$ cat src/rtl/grid_pkg.sv
// Shared geometry defaults and drawing-mode encodings for the playfield grid overlay.
package grid_pkg;

    localparam int DEF_X0   = 104;
    localparam int DEF_Y0   = 17;
    localparam int DEF_CELL = 26;
    localparam int DEF_COLS = 14;
    localparam int DEF_ROWS = 22;

    typedef enum logic [1:0] {
        GRID_OFF    = 2'd0,
        GRID_DOTS   = 2'd1,
        GRID_LINES  = 2'd2,
        GRID_BORDER = 2'd3
    } grid_mode_e;

endpackage

$ cat src/rtl/grid_axis_tracker.sv
// Incremental position tracker for one raster axis: reports whether the axis is inside
// the grid span, which cell it is in and the offset inside that cell. The registered
// state always describes the position sampled at the same edge; a sample that does not
// continue the tracked sequence raises a one-cycle err and drops tracking until the
// next origin crossing.
module grid_axis_tracker
    import grid_pkg::*;
#(
    parameter int ORIGIN = DEF_X0,
    parameter int CELL   = DEF_CELL,
    parameter int COUNT  = DEF_COLS,
    parameter int POS_W  = 11,
    localparam int IDX_W = $clog2(COUNT + 1),
    localparam int SUB_W = $clog2(CELL)
) (
    input  logic             clk,
    input  logic             rst_n,
    input  logic [POS_W-1:0] pos,
    input  logic             advance,
    output logic             act,
    output logic [IDX_W-1:0] idx,
    output logic [SUB_W-1:0] sub,
    output logic             err
);

    localparam logic [31:0]      LO       = 32'(ORIGIN);
    localparam logic [31:0]      HI       = 32'(ORIGIN + COUNT * CELL);
    localparam logic [IDX_W-1:0] IDX_LAST = IDX_W'(COUNT);
    localparam logic [SUB_W-1:0] SUB_LAST = SUB_W'(CELL - 1);

    logic [31:0]      w_pos32;
    logic             w_at_origin;
    logic             w_in_range;
    logic             w_act_n;
    logic [IDX_W-1:0] w_idx_n;
    logic [SUB_W-1:0] w_sub_n;
    logic             w_err_n;
    logic [31:0]      w_expect;

    assign w_pos32     = 32'(pos);
    assign w_at_origin = (w_pos32 == LO);
    assign w_in_range  = (w_pos32 >= LO) && (w_pos32 <= HI);

    // Next tracker state: origin resync, span exit, end-of-grid, or step with consistency check.
    always_comb begin
        w_act_n  = act;
        w_idx_n  = idx;
        w_sub_n  = sub;
        w_err_n  = 1'b0;
        w_expect = '0;
        if (advance) begin
            if (w_at_origin) begin
                w_act_n = 1'b1;
                w_idx_n = '0;
                w_sub_n = '0;
            end else if (!w_in_range || !act || (idx == IDX_LAST && sub == '0)) begin
                w_act_n = 1'b0;
                w_idx_n = '0;
                w_sub_n = '0;
            end else begin
                if (sub == SUB_LAST) begin
                    w_sub_n = '0;
                    w_idx_n = idx + IDX_W'(1);
                end else begin
                    w_sub_n = sub + SUB_W'(1);
                end
                // The stepped state must describe the raster value actually sampled.
                w_expect = LO + 32'(w_idx_n) * 32'(CELL) + 32'(w_sub_n);
                if (w_expect != w_pos32) begin
                    w_err_n = 1'b1;
                    w_act_n = 1'b0;
                    w_idx_n = '0;
                    w_sub_n = '0;
                end
            end
        end
    end

    // Tracker state register.
    always_ff @(posedge clk or negedge rst_n) begin
        if (!rst_n) begin
            act <= 1'b0;
            idx <= '0;
            sub <= '0;
            err <= 1'b0;
        end else begin
            act <= w_act_n;
            idx <= w_idx_n;
            sub <= w_sub_n;
            err <= w_err_n;
        end
    end

endmodule

$ cat src/rtl/grid_overlay.sv
// Playfield grid overlay: tracks the raster with one tracker per axis (stage 1), then
// forms the overlay pixel and the cell coordinates in an output register (stage 2).
module grid_overlay
    import grid_pkg::*;
#(
    parameter int         X0         = DEF_X0,
    parameter int         Y0         = DEF_Y0,
    parameter int         CELL       = DEF_CELL,
    parameter int         COLS       = DEF_COLS,
    parameter int         ROWS       = DEF_ROWS,
    parameter logic [7:0] GRID_COLOR = 8'hFF
) (
    input  logic                          vclk,
    input  logic                          rst_n,
    input  logic [10:0]                   hcount,
    input  logic [9:0]                    vcount,
    input  logic [1:0]                    grid_mode,
    output logic [7:0]                    pixel_grid,
    output logic                          in_field,
    output logic [$clog2(COLS + 1)-1:0]   cell_col,
    output logic [$clog2(ROWS + 1)-1:0]   cell_row,
    output logic [$clog2(CELL)-1:0]       cell_x,
    output logic [$clog2(CELL)-1:0]       cell_y,
    output logic                          trk_err
);

    localparam int COL_W = $clog2(COLS + 1);
    localparam int ROW_W = $clog2(ROWS + 1);
    localparam int SUB_W = $clog2(CELL);
    localparam logic [COL_W-1:0] COL_LAST = COL_W'(COLS);
    localparam logic [ROW_W-1:0] ROW_LAST = ROW_W'(ROWS);

    logic [9:0]       r_vcount_prev;
    grid_mode_e       r_mode;
    logic             r_fs_p1;
    logic             w_frame_start;
    logic             w_v_adv;

    logic             w_h_act;
    logic [COL_W-1:0] w_h_idx;
    logic [SUB_W-1:0] w_h_sub;
    logic             w_h_err;
    logic             w_v_act;
    logic [ROW_W-1:0] w_v_idx;
    logic [SUB_W-1:0] w_v_sub;
    logic             w_v_err;

    logic             w_on_h;
    logic             w_on_v;
    logic             w_h_edge;
    logic             w_v_edge;
    logic             w_in_field;
    logic             w_pix_on;

    assign w_frame_start = (hcount == '0) && (vcount == '0);
    assign w_v_adv       = (vcount != r_vcount_prev);

    grid_axis_tracker #(
        .ORIGIN (X0),
        .CELL   (CELL),
        .COUNT  (COLS),
        .POS_W  (11)
    ) u_h_trk (
        .clk     (vclk),
        .rst_n   (rst_n),
        .pos     (hcount),
        .advance (1'b1),
        .act     (w_h_act),
        .idx     (w_h_idx),
        .sub     (w_h_sub),
        .err     (w_h_err)
    );

    grid_axis_tracker #(
        .ORIGIN (Y0),
        .CELL   (CELL),
        .COUNT  (ROWS),
        .POS_W  (10)
    ) u_v_trk (
        .clk     (vclk),
        .rst_n   (rst_n),
        .pos     (vcount),
        .advance (w_v_adv),
        .act     (w_v_act),
        .idx     (w_v_idx),
        .sub     (w_v_sub),
        .err     (w_v_err)
    );

    // Stage 1 control: line-change detect, frame-start flag and mode latched once per frame.
    always_ff @(posedge vclk or negedge rst_n) begin
        if (!rst_n) begin
            r_vcount_prev <= '0;
            r_mode        <= GRID_OFF;
            r_fs_p1       <= 1'b0;
        end else begin
            r_vcount_prev <= vcount;
            r_fs_p1       <= w_frame_start;
            if (w_frame_start) begin
                r_mode <= grid_mode_e'(grid_mode);
            end
        end
    end

    // Pixel decision from the tracker state; the border mode keeps only the outermost lines.
    always_comb begin
        w_on_h     = w_h_act && (w_h_sub == '0);
        w_on_v     = w_v_act && (w_v_sub == '0);
        w_h_edge   = (w_h_idx == '0) || (w_h_idx == COL_LAST);
        w_v_edge   = (w_v_idx == '0) || (w_v_idx == ROW_LAST);
        w_in_field = w_h_act && w_v_act;
        w_pix_on   = 1'b0;
        case (r_mode)
            GRID_DOTS:   w_pix_on = w_on_h && w_on_v;
            GRID_LINES:  w_pix_on = (w_on_h && w_v_act) || (w_on_v && w_h_act);
            GRID_BORDER: w_pix_on = (w_on_h && w_v_act && w_h_edge) ||
                                    (w_on_v && w_h_act && w_v_edge);
            default:     w_pix_on = 1'b0;
        endcase
    end

    // Stage 2 output register; the desync flag is sticky until the next frame start.
    always_ff @(posedge vclk or negedge rst_n) begin
        if (!rst_n) begin
            pixel_grid <= '0;
            in_field   <= 1'b0;
            cell_col   <= '0;
            cell_row   <= '0;
            cell_x     <= '0;
            cell_y     <= '0;
            trk_err    <= 1'b0;
        end else begin
            pixel_grid <= w_pix_on ? GRID_COLOR : 8'h00;
            in_field   <= w_in_field;
            cell_col   <= w_in_field ? w_h_idx : '0;
            cell_row   <= w_in_field ? w_v_idx : '0;
            cell_x     <= w_in_field ? w_h_sub : '0;
            cell_y     <= w_in_field ? w_v_sub : '0;
            trk_err    <= r_fs_p1 ? 1'b0 : (trk_err | w_h_err | w_v_err);
        end
    end

endmodule

$ cat config.mk
export PLATFORM = sky130hd
export DESIGN_NAME = grid_overlay
export DESIGN_NICKNAME = d
export VERILOG_FILES = /design/src/rtl/grid_pkg.sv /design/src/rtl/grid_axis_tracker.sv /design/src/rtl/grid_overlay.sv
export SDC_FILE = /design/constraint.sdc
export NUM_CORES = 1
export LEC_CHECK = 0
export ABC_AREA = 0
export CELL_PAD_IN_SITES_DETAIL_PLACEMENT = 0
export CELL_PAD_IN_SITES_GLOBAL_PLACEMENT = 2
export CORE_ASPECT_RATIO = 1.1
export CORE_MARGIN = 5
export CORE_UTILIZATION = 33
export CTS_BUF_LIST = sky130_fd_sc_hd__clkbuf_8
export DETAILED_ROUTE_END_ITERATION = 8
export GPL_TIMING_DRIVEN = 0
export PLACE_DENSITY = 0.82
export REMOVE_ABC_BUFFERS = 1
export SETUP_SLACK_MARGIN = 0.05
export SYNTH_ARGS = -nofsm -noshare
export SYNTH_HDL_FRONTEND = slang
export SYNTH_SLANG_ARGS = --single-unit
$ cat constraint.sdc
create_clock -name vclk -period 5.3 [get_ports vclk]
set_input_delay 1.06 -clock vclk [delete_from_list [all_inputs] [get_ports vclk]]
set_output_delay 1.06 -clock vclk [all_outputs]
set_load 0.01 [all_outputs]
# == After elaboration in Yosys (flattened, before gate mapping) ==
# Index checks and enable logic that the tools add are counted.
# word_totals
out_inout_bits,29
inputBits,25
word_cells,126
register_bits,65
# classes
addsub,8
n_reduce_logical,34
multipliers,2
eq_ne,12
order_cmp,4
n_bitwise,2
muxes,46
# ops
op,n
two-way mux 5 bit,23
adder 32 x 5 -> 32 bit,2
!= test 32 x 10 -> 1 bit,1
!= test 32 x 11 -> 1 bit,1
two-way mux 4 bit,7
"adder 5 x 1 -> 5 bit, second input constant",3
"== test 5 bit, second input constant",3
logical NOT 5 bit,3
two-way mux 1 bit,14
logical AND 1 bit,13
"adder 5 x 10 -> 11 bit, first input constant",1
"== test 11 x 7 -> 1 bit, second input constant",1
"greater-or-equal comparator 11 x 7 -> 1 bit, second input constant",1
"<= comparator 11 x 9 -> 1 bit, second input constant",1
logical NOT 11 bit,1
"adder 7 x 9 -> 10 bit, first input constant",1
"== test 10 x 5 -> 1 bit, second input constant",1
"greater-or-equal comparator 10 x 5 -> 1 bit, second input constant",1
"<= comparator 10 bit, second input constant",1
logical NOT 10 bit,1
!= test 10 bit,1
"multiplier 5 x 4 -> 9 bit, second input constant",1
logical OR 1 bit,8
"multiplier 4 x 4 -> 8 bit, second input constant",1
11 further kinds,17

# == Depth between registers and ports, before layout ==
# Gate-level depths: netlist of the first run.
# depth
depth_word,16
ltp_mapped,21
mapped_depth_nobuf,20

# == Modules after synthesis ==
# A second synthesis of the first run with hierarchy kept.
# hier_totals
hier_cells,461
hier_area_um2,4590.7
# by_module_without_submodules
mod,cells_per_inst,area_per_inst_um2,instances,seq_area_each_um2
grid_axis_tracker (u_v_trk),185,1661.6,1,300.3
grid_axis_tracker (u_h_trk),168,1555.2,1,275.3
grid_overlay,108,1373.8,1,875.8

# == Worst setup path before layout of the first run ==
# No wires, ideal clock.
# synth_timing
kind,register to register
start,reg u_v_trk.sub[1]
end,reg u_v_trk.sub[2]
period_less_slack_ps,5064
path_stages_with_launch,20
t_arrival_ps,4972
slack_ps,236
path_buffers,1
setup_time_ps,92
t_required_ps,5208
path_cell_list,dfrtp_1 -> inv_1 -> ha_1 -> and4b_1 -> buf_1 -> nand2_1 -> xor2_1 -> inv_1 -> ha_1 -> inv_1 -> fa_1 -> inv_1 -> fa_1 -> xnor2_1 -> or4b_1 -> o211ai_2 -> xnor3_1 -> nor4b_4 -> nand4_4 -> o31ai_2
# synth_between
elab_chain_cells,12
elab_cells_between_ends,20
classes_between,add/sub: 3; mul: 1; eq/ne: 2; mux: 11; reduce/logical: 3
# synth_lines
item,line,text
from (decl),grid_axis_tracker.sv:22,"output logic [SUB_W-1:0] sub,"
from (signal assigned),grid_axis_tracker.sv:89,sub <= w_sub_n;
== test 5 bit,grid_axis_tracker.sv:61,if (sub == SUB_LAST) begin
two-way mux 5 bit,grid_axis_tracker.sv:61,
two-way mux 5 bit,grid_axis_tracker.sv:56,end else if (!w_in_range || !act || (idx == IDX_LAST && sub == '0)) begin
two-way mux 5 bit,grid_axis_tracker.sv:52,if (w_at_origin) begin
two-way mux 5 bit,grid_axis_tracker.sv:51,if (advance) begin
multiplier 5 x 4 -> 9 bit,grid_axis_tracker.sv:68,w_expect = LO + 32'(w_idx_n) * 32'(CELL) + 32'(w_sub_n);
adder 5 x 10 -> 11 bit,grid_axis_tracker.sv:68,
adder 32 x 5 -> 32 bit,grid_axis_tracker.sv:68,
!= test 32 x 10 -> 1 bit,grid_axis_tracker.sv:69,if (w_expect != w_pos32) begin
two-way mux 5 bit,grid_axis_tracker.sv:69,
two-way mux 5 bit *,grid_axis_tracker.sv:56,
two-way mux 5 bit *,grid_axis_tracker.sv:52,
# Mark *: on every way between the ends. The rest lies on a longest branch, timed or not. The select of a mux whose other input is x is not followed.
# A chain may end at the register's enable or synchronous reset.

# == Worst setup path after layout of the first run ==
# layout_timing
start,reg u_v_trk.sub[1]
end,reg u_v_trk.sub[3]
# Same word-level chain as after synthesis.

==> reports/qor.txt, run 1 <==
status -> complete, no violations
sw power -> 0.0002173 W
wire length per cell -> 15.65 um
initial antenna violation count -> 0
post-synthesis register bit count -> 58
number of global-route vias before repair -> 3766
Post-synth top flop -> dfrtp_1
Max-Slew Margin vs Limit -> 0.3789
CP Cell Sequence -> inv_2 -> ha_2 -> and4b_4 -> nand2_1 -> xor2_2 -> inv_1 -> ha_1 -> inv_1 -> fa_1 -> inv_1 -> ha_1 -> a211oi_4 -> nor2_1 -> or4_1 -> nand4_1 -> xnor2_1 -> mux2i_2 -> buf_4 -> nand4_4 -> o31ai_2
worst r2r dst -> u_v_trk.sub[3]
crit-path max FO -> 6
worst r2r src -> u_v_trk.sub[1]
WHS Endpoint -> trk_err
Antenna Nets Post-Route -> 0
max-slew violations -> 0
CTS root buf -> clkbuf_8
Buf/Inv on CP -> 5
GR Overflow Total -> 0
vias per inst -> 5.175
most common cell after layout, fill and taps aside -> dfrtp_1
top cell type's share of synthesized area -> 0.3284
IO Pins -> 54
global-route wire length before repair -> 18290 um
crit end category -> flop
final setup vio count -> 0
via count -> 3576
final total power -> 0.0009389 W
largest net degree at the start of global routing -> 32
Tmin final -> 4.971 ns
DRT Pass-1 Iters -> 4
commonest cells after routing, fill and taps aside -> dfrtp_1, clkdlybuf4s50_1, nor2_1, ha_1, inv_1
clk slew on worst S/H paths -> 0.07 ns
Die ar. -> 0.01581 mm2
core area -> 0.01316 mm2
layout cells sized above 1 -> 0.1245
switch share -> 0.2315
period utilization -> 0.9380
Synth area leader -> dfrtp_1
pwr dens -> 171.5 mW/mm2
syn_area_per_cell -> 9.463 um2
Required @ worst endpoint -> 5.55 ns
RSZ-0062 raised after global routing -> no
Netlist cell types -> 68
Worst path slowest cell -> or4_1
clock share of power -> 0.448
post-route cell area -> 0.005474 mm2
CTS Buffer Depth -> 2
Worst Reg-to-Reg Cells -> 20
Syn. warnings -> 0
CP most frequent cell -> inv_1
logic gate share of total power -> 0.074
drt drc -> 0
Worst-Margin Slew -> 0.9240 ns
Mapped Cells -> 467
Initial Util -> 0.3359
# port buffers -> 53
CTS tree -> built
Tot GR Track Use -> 0.1426
CP top delay family -> simple AND/OR/NAND/NOR gates
Worst EP arrival -> 5.23 ns
final WL -> 10820 um
max frequency -> 201.2 MHz
dpl cell area -> 0.005084 mm2
later-pin clock latency in the skew report -> 0.34 ns
sequential share of power -> 0.478
detailed placement HPWL -> 8427 um
GPL Wtd Cong -> 0.8159
hold-fix buffers at CTS -> 0
P_int -> 0.0007216 W
Clock Sinks -> 58
Synth async-reset ratio -> 1.000
WHS Path Cells -> 1
n_diodes -> 0
clk_skew -> 0.01583 ns
Seq/Total Area, Yosys -> 0.3284
Worst R2R Setup Slack -> 0.33 ns
max incr delay on CP -> 0.57 ns
Final Util -> 0.4160
worst min-delay path startpoint -> r_fs_p1
initial DRC count -> 110
top post-synthesis cells by area -> dfrtp_1, ha_1, xnor2_1
width of the die -> 120.3 um
Worst Setup Start Kind -> flop
maxcap violations -> 0
Crit Path Category -> reg2reg
Post-layout nets -> 600
Fin. Hold Viols -> 0
Pleak -> 2.513 nW
EDFF count, synth -> 0
worst vdd rail ir drop -> 0.0001052 V
Area Growth Syn to Fin -> 23.87%
Die H -> 131.4 um
row count -> 44
Syn Std Cell Area -> 0.004419 mm2
fill cell count -> 1302
HP Class -> reg2reg
CTS buffer count -> 9
CTS HTree Levels -> 3
==> area by class of cell <==
class	instances	area, um2	share of cell area
clock buffers	11	151.4	0.02766
multi-input cells	354	2858	0.5221
clock inverters	5	53.80	0.009829
flip-flops and latches	58	1454	0.2656
well taps	161	201.4	0.03680
inverters	40	150.1	0.02743
repair buffers	62	605.6	0.1106
==> repair_timing <==
action | CTS | global route
gates resized for setup | 5 | 24
setup endpoints to repair | 12 | 22
setup buffers | 3 | 5
pin swaps | 2 | 7
cloned | 1 | 0
==> worst max-delay path by stage <==
stage                              start             end  slack (ns)  cells after the start
after CTS                 u_v_trk.sub[1]  u_v_trk.sub[3]        0.06                     19
after detailed placement  u_v_trk.sub[1]  u_v_trk.sub[3]       -0.44                     19
after floorplan           u_v_trk.sub[1]  u_v_trk.sub[2]        0.36                     18
after global routing      u_h_trk.sub[1]  u_h_trk.idx[3]        0.05                     19
after global placement    u_v_trk.sub[1]  u_v_trk.sub[2]       -0.41                     19
final                     u_v_trk.sub[1]  u_v_trk.sub[3]        0.33                     20
==> per-layer routing <==
layer | global-route usage | wire [um]
met5 | 0 | 0
met4 | 0.05038 | 172
met3 | 0.02408 | 290
met2 | 0.2562 | 5567
met1 | 0.1708 | 4786
==> kinds of logic after synthesis <==
group,synth area share
adder cells (fa/ha/maj),0.1484
flip-flops,0.3284
buffers and inverters,0.05407
XOR/XNOR,0.1277
AND/OR/NAND/NOR,0.1996
AO/OA/AOI/OAI,0.1317
multiplexers,0.01019
==> per-stage QoR <==
| stage | hold slack [ns] | std cells | setup WS (ns) | TNS, ns |
|---|---|---|---|---|
| 6_report | 0.4197 | 691 | 0.3288 | 0 |
| 5_1_grt | 0.4362 | 691 | 0.04816 | 0 |
| 4_1_cts | 0.4092 | 686 | 0.05565 | 0 |
| 3_5_place_dp | 0.3895 | 666 | -0.4352 | -4.051 |
| 3_3_place_gp | 0.4075 | 665 | -0.4099 | -3.932 |
| 2_1_floorplan | 0.3785 | 451 | 0.3599 | 0 |
==> cells in the mapped netlist, types with 3 or more instances <==
| library cell | instances |
|---|---|
| a211o_1 | 3 |
| a21o_1 | 4 |
| a21oi_1 | 14 |
| a31oi_1 | 5 |
| and3_1 | 15 |
| and4b_1 | 3 |
| buf_4 | 7 |
| clkbuf_1 | 6 |
| dfrtp_1 | 58 |
| fa_1 | 4 |
| ha_1 | 46 |
| inv_1 | 40 |
| nand2_1 | 26 |
| nand2b_1 | 3 |
| nand3_1 | 11 |
| nand4_1 | 11 |
| nand4b_1 | 3 |
| nor2_1 | 44 |
| nor2b_1 | 6 |
| nor3_1 | 6 |
| nor3b_1 | 3 |
| nor4_1 | 5 |
| nor4b_1 | 3 |
| o211ai_1 | 4 |
| o21ai_0 | 17 |
| o21ai_1 | 5 |
| o22ai_1 | 7 |
| or4_1 | 3 |
| xnor2_1 | 30 |
| xor2_1 | 22 |
==> power groups by stage <==
stage	clock network, W	logic (W)	registers, W
floorplan	0	0.0000246	0.000457
global placement	0	0.0000662	0.000457
detailed placement	0	0.0000689	0.000457
CTS	0.000433	0.0000709	0.000449
global route	0.000452	0.0000767	0.000449
finish	0.000420	0.0000697	0.000449
==> sequential cells by signal, indices dropped and copies added, names as in the netlist, 2 cells and up <==
name,count
u_v_trk.idx,5
u_h_trk.idx,4
r_vcount_prev,10
cell_col,4
cell_x,5
cell_y,5
u_h_trk.sub,5
r_mode,2
cell_row,5
u_v_trk.sub,5
Note: power is estimated with default switching activity, not from simulation.
==> run 2, diff against run 1 <==
--- a/config.mk
+++ b/config.mk
@@ -15,7 +15,6 @@
 export DETAILED_ROUTE_END_ITERATION = 8
 export GPL_TIMING_DRIVEN = 0
 export PLACE_DENSITY = 0.82
-export REMOVE_ABC_BUFFERS = 1
 export SETUP_SLACK_MARGIN = 0.05
 export SYNTH_ARGS = -nofsm -noshare
 export SYNTH_HDL_FRONTEND = slang
==> reports/qor.txt, run 2 (synthesis results as in run 1) <==
CP top delay family -> adder cells
clk_skew -> 0.006329 ns (-0.009501 ns)
worst vdd rail ir drop -> 0.0001620 V (+54%)
P_int -> 0.0007114 W (-1.4%)
max frequency -> 198.1 MHz (-1.5%)
drt drc -> 0 (unchanged)
GPL Wtd Cong -> 0.8265 (+1.3%)
switch share -> 0.2377 (+0.006189)
commonest cells after routing, fill and taps aside -> dfrtp_1, clkdlybuf4s50_1, ha_1
row count -> 44 (unchanged)
Max-Slew Margin vs Limit -> 0.3888 (+0.009920)
width of the die -> 120.3 um (unchanged)
Buf/Inv on CP -> 7 (+2)
CTS tree -> built
clock share of power -> 0.444 (-0.004)
Crit Path Category -> reg2reg
Worst-Margin Slew -> 0.9093 ns (-0.01476 ns)
sw power -> 0.0002218 W (+2.0%)
DRT Pass-1 Iters -> 4 (unchanged)
later-pin clock latency in the skew report -> 0.33 ns (about the same)
CP Cell Sequence -> inv_2 -> ha_2 -> and4b_2 -> buf_6 -> nor2_1 -> a21oi_2 -> inv_1 -> ha_1 -> inv_1 -> fa_1 -> inv_1 -> fa_2 -> ha_2 -> xor3_2 -> xnor2_2 -> a21boi_0 -> o2111a_1 -> nor4b_4 -> buf_4 -> buf_4 -> a31oi_1 -> mux2i_1
final WL -> 11140 um (+3.0%)
IO Pins -> 54 (unchanged)
maxcap violations -> 0 (unchanged)
GR Overflow Total -> 0 (unchanged)
Antenna Nets Post-Route -> 0 (unchanged)
hold-fix buffers at CTS -> 0 (unchanged)
max reg flops -> 10 (unchanged)
n_diodes -> 0 (unchanged)
core area -> 0.01316 mm2 (unchanged)
HP Class -> reg2reg
max-slew violations -> 0 (unchanged)
CTS Buffer Depth -> 2 (unchanged)
fill cell count -> 1304 (+0.15%)
Setup TNS -> 0 ns (unchanged)
Worst path slowest cell -> fa_2
pwr dens -> 167.8 mW/mm2 (-2.2%)
RSZ-0062 raised after global routing -> no
Non-Filler Instances -> 707 (+2.3%)
Post-layout nets -> 616 (+2.7%)
initial DRC count -> 151 (+37%)
layout cells sized above 1 -> 0.1392 (+0.01467)
CP most frequent cell -> inv_1
Tot GR Track Use -> 0.1415 (-0.001128)
Tmin final -> 5.048 ns (+0.07641 ns)
Top reg by flops -> r_vcount_prev
Die H -> 131.4 um (unchanged)
crit end category -> flop
wire length per cell -> 15.75 um (+0.63%)
logic gate share of total power -> 0.076 (+0.002)
detailed placement HPWL -> 8705 um (+3.3%)
Fin. Hold Viols -> 0 (unchanged)
via count -> 3626 (+1.4%)
Required @ worst endpoint -> 5.56 ns (about the same)
Area Growth Syn to Fin -> 25.88%
syn_nets -> 542
Die ar. -> 0.01581 mm2 (unchanged)
CTS HTree Levels -> 3 (unchanged)
initial antenna violation count -> 0 (unchanged)
Pleak -> 2.600 nW (+3.4%)
crit-path max FO -> 10 (+4)
hold slack -> 0.3852 ns (-0.03444 ns)
CTS buffer count -> 9 (unchanged)
largest net degree at the start of global routing -> 37 (+16%)
Clock Sinks -> 58 (unchanged)
max incr delay on CP -> 0.58 ns (about the same)
Worst Setup Start Kind -> flop
most common cell after layout, fill and taps aside -> dfrtp_1
Initial Util -> 0.3359 (unchanged)
# port buffers -> 53 (unchanged)
CTS root buf -> clkbuf_8
final setup vio count -> 0 (unchanged)
clk slew on worst S/H paths -> 0.07 ns (about the same)
Worst EP arrival -> 5.30 ns (+0.07 ns)
period utilization -> 0.9524 (+0.01442)
placed cell count -> 682 (+2.4%)
global-route wire length before repair -> 18350 um (+0.34%)
number of global-route vias before repair -> 3642 (-3.3%)
status -> complete, no violations
vias per inst -> 5.129 (-0.90%)
sequential share of power -> 0.481 (+0.003)
==> run 2: cell types whose count changed in the layout (fill, tap and decap cells not counted), sizes merged <==
cell,previous run,this run
buf,10,21
clkbuf,11,15
clkinv,1,2
clkinvlp,2,3
inv,41,40
==> run 2: per-layer routing <==
metal	wire length, um	track usage
met3	440	0.02666
met2	5428	0.2374
met1	5183	0.1905
met4	84	0.03023
met5	0	0
==> run 2: final cells by class <==
type | instances | area, um2 | share of cell area
multi-input combinational | 354 | 2845 | 0.5115
tap | 161 | 201.4 | 0.03621
buffer | 15 | 93.84 | 0.01687
inverter | 40 | 150.1 | 0.02699
sequential | 58 | 1451 | 0.2609
clock inverter | 6 | 66.31 | 0.01192
timing repair buffer | 63 | 616.8 | 0.1109
clock buffer | 10 | 137.6 | 0.02474
==> run 2: worst reg2reg max path, cell delays in order (launching register included) <==
cell and delay, ns:
dfrtp_1 0.41, inv_2 0.10, ha_2 0.21, and4b_2 0.28, buf_6 0.16, nor2_1 0.06, a21oi_2 0.15, inv_1 0.11
ha_1 0.29, inv_1 0.05, fa_1 0.55, inv_1 0.08, fa_2 0.58, ha_2 0.20, xor3_2 0.31, xnor2_2 0.16
a21boi_0 0.13, o2111a_1 0.28, nor4b_4 0.13, buf_4 0.16, buf_4 0.13, a31oi_1 0.24, mux2i_1 0.21
==> run 2: path summary, 6_finish.rpt <==
kind	startpoint	endpoint	slack (ns)	cells after the start
worst max-delay path	u_v_trk.sub[1]	u_v_trk.act	0.25	22
worst min register to register	r_fs_p1	trk_err	0.39	1
worst min-delay path	r_fs_p1	trk_err	0.39	1
max in group asynchronous	rst_n	u_h_trk.sub[0]	4.02	2
worst max register to register	u_v_trk.sub[1]	u_v_trk.act	0.25	22
min in group asynchronous	rst_n	u_v_trk.idx[2]	0.70	1
==> run 2: power by group through the flow <==
stage               logic (W)  registers (W)  clock network (W)
floorplan           0.0000246       0.000457                  0
global placement    0.0000662       0.000457                  0
detailed placement  0.0000691       0.000457                  0
CTS                 0.0000710       0.000448           0.000427
global route        0.0000772       0.000449           0.000448
finish              0.0000707       0.000448           0.000414
==> run 2: metrics by stage <==
step | util | setup slack [ns] | instance area, um2 | total power (W)
6_report | 0.4228 | 0.2524 | 5563 | 0.0009332
5_1_grt | 0.4228 | 0.01570 | 5563 | 0.0009737
4_1_cts | 0.4150 | 0.05300 | 5460 | 0.0009468
3_5_place_dp | 0.3931 | -0.6755 | 5172 | 0.0005261
3_3_place_gp | 0.3915 | -0.5937 | 5151 | 0.0005231
2_1_floorplan | - | 0.2356 | 4419 | 0.0004816
==> run 2: repair_timing <==
action	CTS	global route
setup endpoints to repair	22	22
pin swaps	3	5
cloned	1	0
resized for setup	10	21
setup buffers	5	4
